===== config.mk =====
export PLATFORM = sky130hd
export DESIGN_NAME = multicycle_control
export DESIGN_NICKNAME = d
export VERILOG_FILES = /design/src/rtl/multicycle_control.sv
export SDC_FILE = /design/constraint.sdc
export NUM_CORES = 1
export LEC_CHECK = 0
export CORE_ASPECT_RATIO = 0.9
export CORE_MARGIN = 2
export CORE_UTILIZATION = 42
export CTS_CLUSTER_SIZE = 10
export DETAILED_ROUTE_END_ITERATION = 7
export PLACE_DENSITY_LB_ADDON = 0.1
export RECOVER_POWER = 50
export SLEW_MARGIN = 5
export SYNTH_ARGS = -nofsm -noshare
export SYNTH_HDL_FRONTEND = slang
export SYNTH_SLANG_ARGS = --single-unit

===== constraint.sdc =====
create_clock -name clk -period 5 [get_ports clk]
set_input_delay 0.75 -clock clk [delete_from_list [all_inputs] [get_ports clk]]
set_output_delay 0.75 -clock clk [all_outputs]
set_load 0.005 [all_outputs]

===== src/rtl/multicycle_control.sv =====
// rtl/multicycle_control.sv - multi-cycle MIPS subset control FSM with memory handshake, wait timeout and sticky fault
module multicycle_control #(
    parameter int ALUCTRL_W = 4,
    parameter int TIMEOUT   = 16,
    parameter int EN_ADDI   = 1
) (
    input  logic                 clk,
    input  logic                 reset,
    input  logic [5:0]           Opcode,
    input  logic [5:0]           Func,
    input  logic                 Zero,
    input  logic                 mem_ready,
    output logic                 PCWrite,
    output logic                 IorD,
    output logic                 MemRead,
    output logic                 MemWrite,
    output logic                 IRWrite,
    output logic                 MemtoReg,
    output logic                 RegDst,
    output logic                 RegWrite,
    output logic                 ALUSrcA,
    output logic [1:0]           ALUSrcB,
    output logic [1:0]           PCSrc,
    output logic [ALUCTRL_W-1:0] ALUControl,
    output logic                 fault,
    output logic [3:0]           state
);

    localparam int CNT_W = $clog2(TIMEOUT + 1);

    localparam logic [ALUCTRL_W-1:0] ALU_ADD = ALUCTRL_W'(4'b0010);
    localparam logic [ALUCTRL_W-1:0] ALU_SUB = ALUCTRL_W'(4'b0110);
    localparam logic [ALUCTRL_W-1:0] ALU_AND = ALUCTRL_W'(4'b0000);
    localparam logic [ALUCTRL_W-1:0] ALU_OR  = ALUCTRL_W'(4'b0001);
    localparam logic [ALUCTRL_W-1:0] ALU_SLT = ALUCTRL_W'(4'b0111);

    typedef enum logic [3:0] {
        S_FETCH    = 4'd0,
        S_DECODE   = 4'd1,
        S_MEMADR   = 4'd2,
        S_MEMRD    = 4'd3,
        S_MEMWB    = 4'd4,
        S_MEMWR    = 4'd5,
        S_RTYPE_EX = 4'd6,
        S_RTYPE_WB = 4'd7,
        S_BEQ      = 4'd8,
        S_ADDI_EX  = 4'd9,
        S_ADDI_WB  = 4'd10,
        S_JUMP     = 4'd11,
        S_FAULT    = 4'd12
    } state_t;

    state_t           state_q, state_d;
    logic [CNT_W-1:0] wait_cnt_q, wait_cnt_d;
    logic             fault_q, fault_d;
    logic             func_legal;
    logic             waiting;
    logic             timeout_hit;

    always_comb begin
        func_legal  = Func inside {6'b100000, 6'b100010, 6'b100100, 6'b100101, 6'b101010};
        waiting     = (state_q == S_FETCH || state_q == S_MEMRD || state_q == S_MEMWR) && !mem_ready;
        // this wait cycle would be the TIMEOUT-th one; mem_ready in the same cycle still advances
        timeout_hit = wait_cnt_q >= CNT_W'(TIMEOUT - 1);

        state_d = state_q;
        case (state_q)
            S_FETCH:    state_d = mem_ready ? S_DECODE : (timeout_hit ? S_FAULT : S_FETCH);
            S_DECODE: begin
                case (Opcode)
                    6'b000000:            state_d = func_legal ? S_RTYPE_EX : S_FAULT;
                    6'b100011, 6'b101011: state_d = S_MEMADR;
                    6'b000100:            state_d = S_BEQ;
                    6'b000010:            state_d = S_JUMP;
                    6'b001000:            state_d = (EN_ADDI != 0) ? S_ADDI_EX : S_FAULT;
                    default:              state_d = S_FAULT;
                endcase
            end
            S_MEMADR: begin
                case (Opcode)
                    6'b100011: state_d = S_MEMRD;
                    6'b101011: state_d = S_MEMWR;
                    default:   state_d = S_FAULT;
                endcase
            end
            S_MEMRD:    state_d = mem_ready ? S_MEMWB : (timeout_hit ? S_FAULT : S_MEMRD);
            S_MEMWB:    state_d = S_FETCH;
            S_MEMWR:    state_d = mem_ready ? S_FETCH : (timeout_hit ? S_FAULT : S_MEMWR);
            S_RTYPE_EX: state_d = S_RTYPE_WB;
            S_RTYPE_WB: state_d = S_FETCH;
            S_BEQ:      state_d = S_FETCH;
            S_ADDI_EX:  state_d = S_ADDI_WB;
            S_ADDI_WB:  state_d = S_FETCH;
            S_JUMP:     state_d = S_FETCH;
            S_FAULT:    state_d = S_FAULT;
            default:    state_d = S_FAULT;
        endcase

        wait_cnt_d = (waiting && state_d == state_q) ? wait_cnt_q + CNT_W'(1) : '0;
        fault_d    = fault_q | (state_d == S_FAULT);
    end

    always_ff @(posedge clk) begin
        if (reset) begin
            state_q    <= S_FETCH;
            wait_cnt_q <= '0;
            fault_q    <= 1'b0;
        end else begin
            state_q    <= state_d;
            wait_cnt_q <= wait_cnt_d;
            fault_q    <= fault_d;
        end
    end

    // Moore decode of state; FETCH IRWrite/PCWrite and BEQ PCWrite also depend on inputs
    always_comb begin
        PCWrite    = 1'b0;
        IorD       = 1'b0;
        MemRead    = 1'b0;
        MemWrite   = 1'b0;
        IRWrite    = 1'b0;
        MemtoReg   = 1'b0;
        RegDst     = 1'b0;
        RegWrite   = 1'b0;
        ALUSrcA    = 1'b0;
        ALUSrcB    = 2'b00;
        PCSrc      = 2'b00;
        ALUControl = '0;
        fault      = fault_q;
        state      = state_q;
        case (state_q)
            S_FETCH: begin
                MemRead    = 1'b1;
                ALUSrcB    = 2'b01;
                ALUControl = ALU_ADD;
                IRWrite    = mem_ready;
                PCWrite    = mem_ready;
            end
            S_DECODE: begin
                ALUSrcB    = 2'b11;
                ALUControl = ALU_ADD;
            end
            S_MEMADR, S_ADDI_EX: begin
                ALUSrcA    = 1'b1;
                ALUSrcB    = 2'b10;
                ALUControl = ALU_ADD;
            end
            S_MEMRD: begin
                MemRead = 1'b1;
                IorD    = 1'b1;
            end
            S_MEMWB: begin
                RegWrite = 1'b1;
                MemtoReg = 1'b1;
            end
            S_MEMWR: begin
                MemWrite = 1'b1;
                IorD     = 1'b1;
            end
            S_RTYPE_EX: begin
                ALUSrcA = 1'b1;
                case (Func)
                    6'b100010: ALUControl = ALU_SUB;
                    6'b100100: ALUControl = ALU_AND;
                    6'b100101: ALUControl = ALU_OR;
                    6'b101010: ALUControl = ALU_SLT;
                    default:   ALUControl = ALU_ADD;
                endcase
            end
            S_RTYPE_WB: begin
                RegWrite = 1'b1;
                RegDst   = 1'b1;
            end
            S_BEQ: begin
                ALUSrcA    = 1'b1;
                ALUControl = ALU_SUB;
                PCSrc      = 2'b01;
                PCWrite    = Zero;
            end
            S_ADDI_WB: RegWrite = 1'b1;
            S_JUMP: begin
                PCSrc   = 2'b10;
                PCWrite = 1'b1;
            end
            default: ;
        endcase
        // the reset cycle must never issue a write or read strobe
        if (reset) begin
            PCWrite    = 1'b0;
            IorD       = 1'b0;
            MemRead    = 1'b0;
            MemWrite   = 1'b0;
            IRWrite    = 1'b0;
            MemtoReg   = 1'b0;
            RegDst     = 1'b0;
            RegWrite   = 1'b0;
            ALUSrcA    = 1'b0;
            ALUSrcB    = 2'b00;
            PCSrc      = 2'b00;
            ALUControl = '0;
            fault      = 1'b0;
            state      = 4'd0;
        end
    end

endmodule


Yosys cells after proc, flatten, opt, wreduce, memory -nomap -nowiden
Cells that the tools add are included.

Add/subtract/negate cells: 1. Magnitude comparators: 1. Eq/ne operators: 23. Multiplexer cells: 37. Bitwise operators: 2. Reductions and logical operators: 17.

Operators by type and width (count): 6-bit == test (second input constant) (7); 4-bit 2-to-1 mux (9); 4-bit one-hot mux with 8 select lines (1); 4-bit == test (second input constant) (5); 4-bit one-hot mux with 5 select lines (1); 1-bit 2-to-1 mux (18); 4-bit by 3-bit == test with 1-bit output (second input constant) (4); 3-bit one-hot mux with 4 select lines (1); 2-bit OR reduction (5); 3-bit one-hot mux with 3 select lines (1); 4-bit by 2-bit == test with 1-bit output (second input constant) (2); 4-bit one-hot mux with 2 select lines (1); 4-bit OR reduction (2); 6-bit by 2-bit == test with 1-bit output (second input constant) (1); 6-bit by 3-bit == test with 1-bit output (second input constant) (1); 6-bit by 4-bit == test with 1-bit output (second input constant) (1); 6-bit logical NOT (1); 2-bit one-hot mux with 3 select lines (1); 5-bit by 1-bit adder with 5-bit output (second input constant) (1); 5-bit by 4-bit >= comparator with 1-bit output (second input constant) (1); 5-bit nonzero test (1); 5-bit OR reduction (1); 4-bit by 1-bit == test with 1-bit output (second input constant) (1); 4-bit == test (1); other kinds (10) (13).

Flip-flop bits (word level): 10. Input bits: 16. Output and inout port bits: 22. Logic and storage cells: 84.

Depth between registers and ports, before layout
Depth in word-level cells: 9. Mapped depth: 8. Depth with buffers taken out: 8.

Least setup slack after synthesis
OpenSTA, ideal clock, no wires.

Path type: input port to output port. Start: in reset. End: out PCWrite. Arrival: 1.685 ns. Data required time: 4.250 ns. Path slack: 2.565 ns. Stages on the path: 4. Buffers on the path: 1. Cell sequence: clkbuf_1 > or3_1 > nor3_1 > a211o_1.

Cells in the longest elaborated chain, start to end: 1.

RTL lines: start: declaration (RTL line 8) `input logic reset,`; 1-bit 2-to-1 mux (RTL line 188) `if (reset) begin`; end: declaration (RTL line 13) `output logic PCWrite,`.

No other way between the ends.

Final worst setup path
Same ends and word-level chain as after synthesis.

==> results by group <==
Drt
  • Routed len/inst: roughly 14 um
  • Drt pass-1 iters: 4
  • Final WL: approximately 2.8 mm
  • Drt initial violations: 38
  • Vias/cell: slightly below 6
  • Via count: roughly 1200
  • DRC Markers: 0
  • DRT antenna net count: 0

Yosys
  • Synth top area share: 0.193
  • Mux contribution to synthesized area: 0.0108
  • Post-synth top flop: dfxtp_1
  • Dominant cell by count in the synthesized netlist: nor2_1
  • Asr flop ratio synth: 0
  • Post-synthesis cell count: 150
  • Synth cell count leaders: nor2_1, nand2_1, dfxtp_1
  • Post-synth EDFFs: 0
  • Post-Synth XOR/XNOR Area: 0.0422
  • Synth area leader: dfxtp_1
  • Post-synthesis simple-gate area fraction: 0.383
  • Largest family of logic cells by synthesized area: simple AND/OR/NAND/NOR gates
  • Synthesis-stage register bit count: 10
  • Mapped Nets: around 170
  • YS warnings: 0
  • Adder-Cell Fraction of Synth Area: 0.0241
  • Complex-gate fraction of the synthesized area: 0.275
  • Sequential share of the synthesized area: 0.193
  • Netlist Area Pre-Place: 0.00104 sq mm
  • Cell variety after synth: 46
  • Syn avg cell area: roughly 6.9 sq um
  • Area contributors post-synth: dfxtp_1, nor2_1, a21oi_1, nand2_1, nand2b_1

Setup path
  • Crit Reg-Reg Startpoint: state_q[0]
  • Kind of start point of the critical path: input port
  • CP required: around 4300 ps
  • Reg2reg end: wait_cnt_q[1]
  • Critical path data arrival time: about 2800 ps
  • Crit Path Category: input port to output port
  • Flop-to-flop setup slack: roughly 2500 ps
  • Max FO, Critical Path: 19
  • Worst reg2reg path depth: 5
  • Crit end category: output port

CTS
  • CTS Root Cell: clkbuf_4
  • CTS H-Tree Depth: 1
  • Clock buffer count from CTS: 3
  • Clk_lat worst skew: 270 ps
  • CTS tree: built
  • Postcts setup bufs: 0
  • Clock-pin slew of the registers on the worst-case setup and hold paths: around 60 ps
  • Clock Path Buffers: 2
  • Clock Sinks: 10
  • Post-CTS sizing: 0
  • CTS Hold Bufs: 0

Hold path
  • Hold WC Path Type: flop to flop
  • Worst Min Path Start: wait_cnt_q[0]
  • Hold depth: 2
  • Hold worst-path end: wait_cnt_q[0]

Die
  • Die H: between 50 and 60 um
  • CORE AREA: between 0.002 and 0.0025 sq mm
  • Die area: approximately 0.0029 sq mm
  • IO Pins: 38
  • Die Width: 56.4 um
  • Row count: 17
  • Initial core utilization: 0.432

Layout
  • Area of the multi-input gates: around 760 sq um
  • Fin nets: 200
  • Finished Core Util: 0.591
  • Non-filler instance count after layout: between 200 and 250
  • Number of diodes: 0
  • Fill cells: 240
  • Register area: 200 sq um
  • Ratio of cells with drive above 1 in the final layout: 0.0552
  • Area delta synth->final: 36.9%

STA
  • RSZ-0062 raised after global routing: no
  • Final hold viol count: 0
  • Final worst-path cycle share: 0.713
  • Worst Skew: 2.62 ps
  • Setup violation total in the final timing report: 0
  • Fin Hold WS: a little under 600 ps
  • Max Transition Viols Final: 0
  • Worst-Margin Slew: 721 ps
  • Crit path time final: between 3000 and 4000 ps
  • Setup_tns: 0 ps
  • Relative slew margins: 0.518
  • Fmax: 281 MHz

Status
  • Status: completed

Global routing
  • Vias in the first global route: 1084
  • GRT Total Usage: 0.210
  • Gr ovfl total: 0
  • Met1 Track Usage GR: 0.288
  • Most used routing layer: met2
  • GR Util met2: 0.331
  • Largest net degree at the start of global routing: 24
  • Initial antenna violation count: 0
  • GR Layer Usage met3: 0.0557
  • First-pass GRT wire length: ~4.8 mm

Flow run
  • Max-cap check violation count: 0

Pwr
  • Total Power: around 250 uW
  • Peak supply drop: 165 uV
  • Pleak: roughly 0.54 nW
  • PwrDens: 174 mW/mm^2

Placement
  • Port bufs: 36
  • Hpwl dp: ~2.2 mm
  • DP Cell Count: 205
  • Final GP Congestion: 0.830
metal layers:
layer | routed length (um) | vias to the layer above
li1 | - | 605
met1 | 1300 | 550
met2 | 1310 | 50
met3 | 203 | 4
met4 | 17 | 0
met5 | 0 | -
power by group:
group | internal (mW) | leakage, nW | total, mW | switching, mW
clock | 0.0443 | 0.0210 | 0.0736 | 0.0293
combinational | 0.0431 | 0.434 | 0.0817 | 0.0386
sequential | 0.0830 | 0.0810 | 0.0927 | 0.00968
total | 0.170 | 0.536 | 0.248 | 0.0776
final cells by class:
class / count / area share
Multi-Input combinational cell: 124 / 0.537
Timing Repair Buffer: 36 / 0.254
Sequential cell: 10 / 0.141
Clock buffer: 4 / 0.0255
Tap cell: 28 / 0.0246
Inverter: 7 / 0.0185
worst max-delay path: stages:
cell and delay [ps]:
dlygate4sd3_1 790, or3_1 420, nor3_1 200, a211o_1 160, clkdlybuf4s50_1 490
kinds of logic (layout without fill, tap and decap cells):
logic type | count (synthesis) | in the layout
xor+xnor | 5 | 5
mux | 1 | 1
compound gates | 40 | 40
other cells | 1 | 1
buf+inv | 16 | 47
fa+ha+maj | 2 | 2
flops | 10 | 10
simple gates | 75 | 75
flip-flops by register name, indices dropped and copies added (netlist names):
register and flops:
fault_q 1, state_q 4, wait_cnt_q 5
through the flow:
stage	setup slack [ps]	cell area, sq um
after floorplan	2570	1040
after global placement	1450	1390
after detailed placement	1400	1390
after CTS	1410	1430
after global routing	1330	1420
final	1440	1420
placed cells by master, fill, tap and decap left out, drive strengths merged, types with 3 or more instances in the layout:
master	synthesis	final
a21oi	9	9
a31oi	4	4
and3	4	4
clkbuf	5	4
clkdlybuf4s50	0	29
dfxtp	10	10
dlygate4sd3	0	7
inv	7	7
nand2	11	11
nand2b	6	6
nand3	3	3
nor2	23	23
nor2b	3	3
nor3	7	7
nor3b	3	3
nor4	3	3
o211ai	4	4
o21ai	7	7
or2	3	3
or3	3	3
xor2	3	3
worst max path at each step:
stage,cells after the start,end,startpoint,slack [ps]
after detailed placement,5,PCWrite,reset,1400
after floorplan,4,PCWrite,reset,2570
final,5,PCWrite,reset,1440
after CTS,5,PCWrite,reset,1410
after global routing,5,PCWrite,reset,1330
after global placement,5,PCWrite,reset,1450
Note: power is estimated with default switching activity, not from simulation.
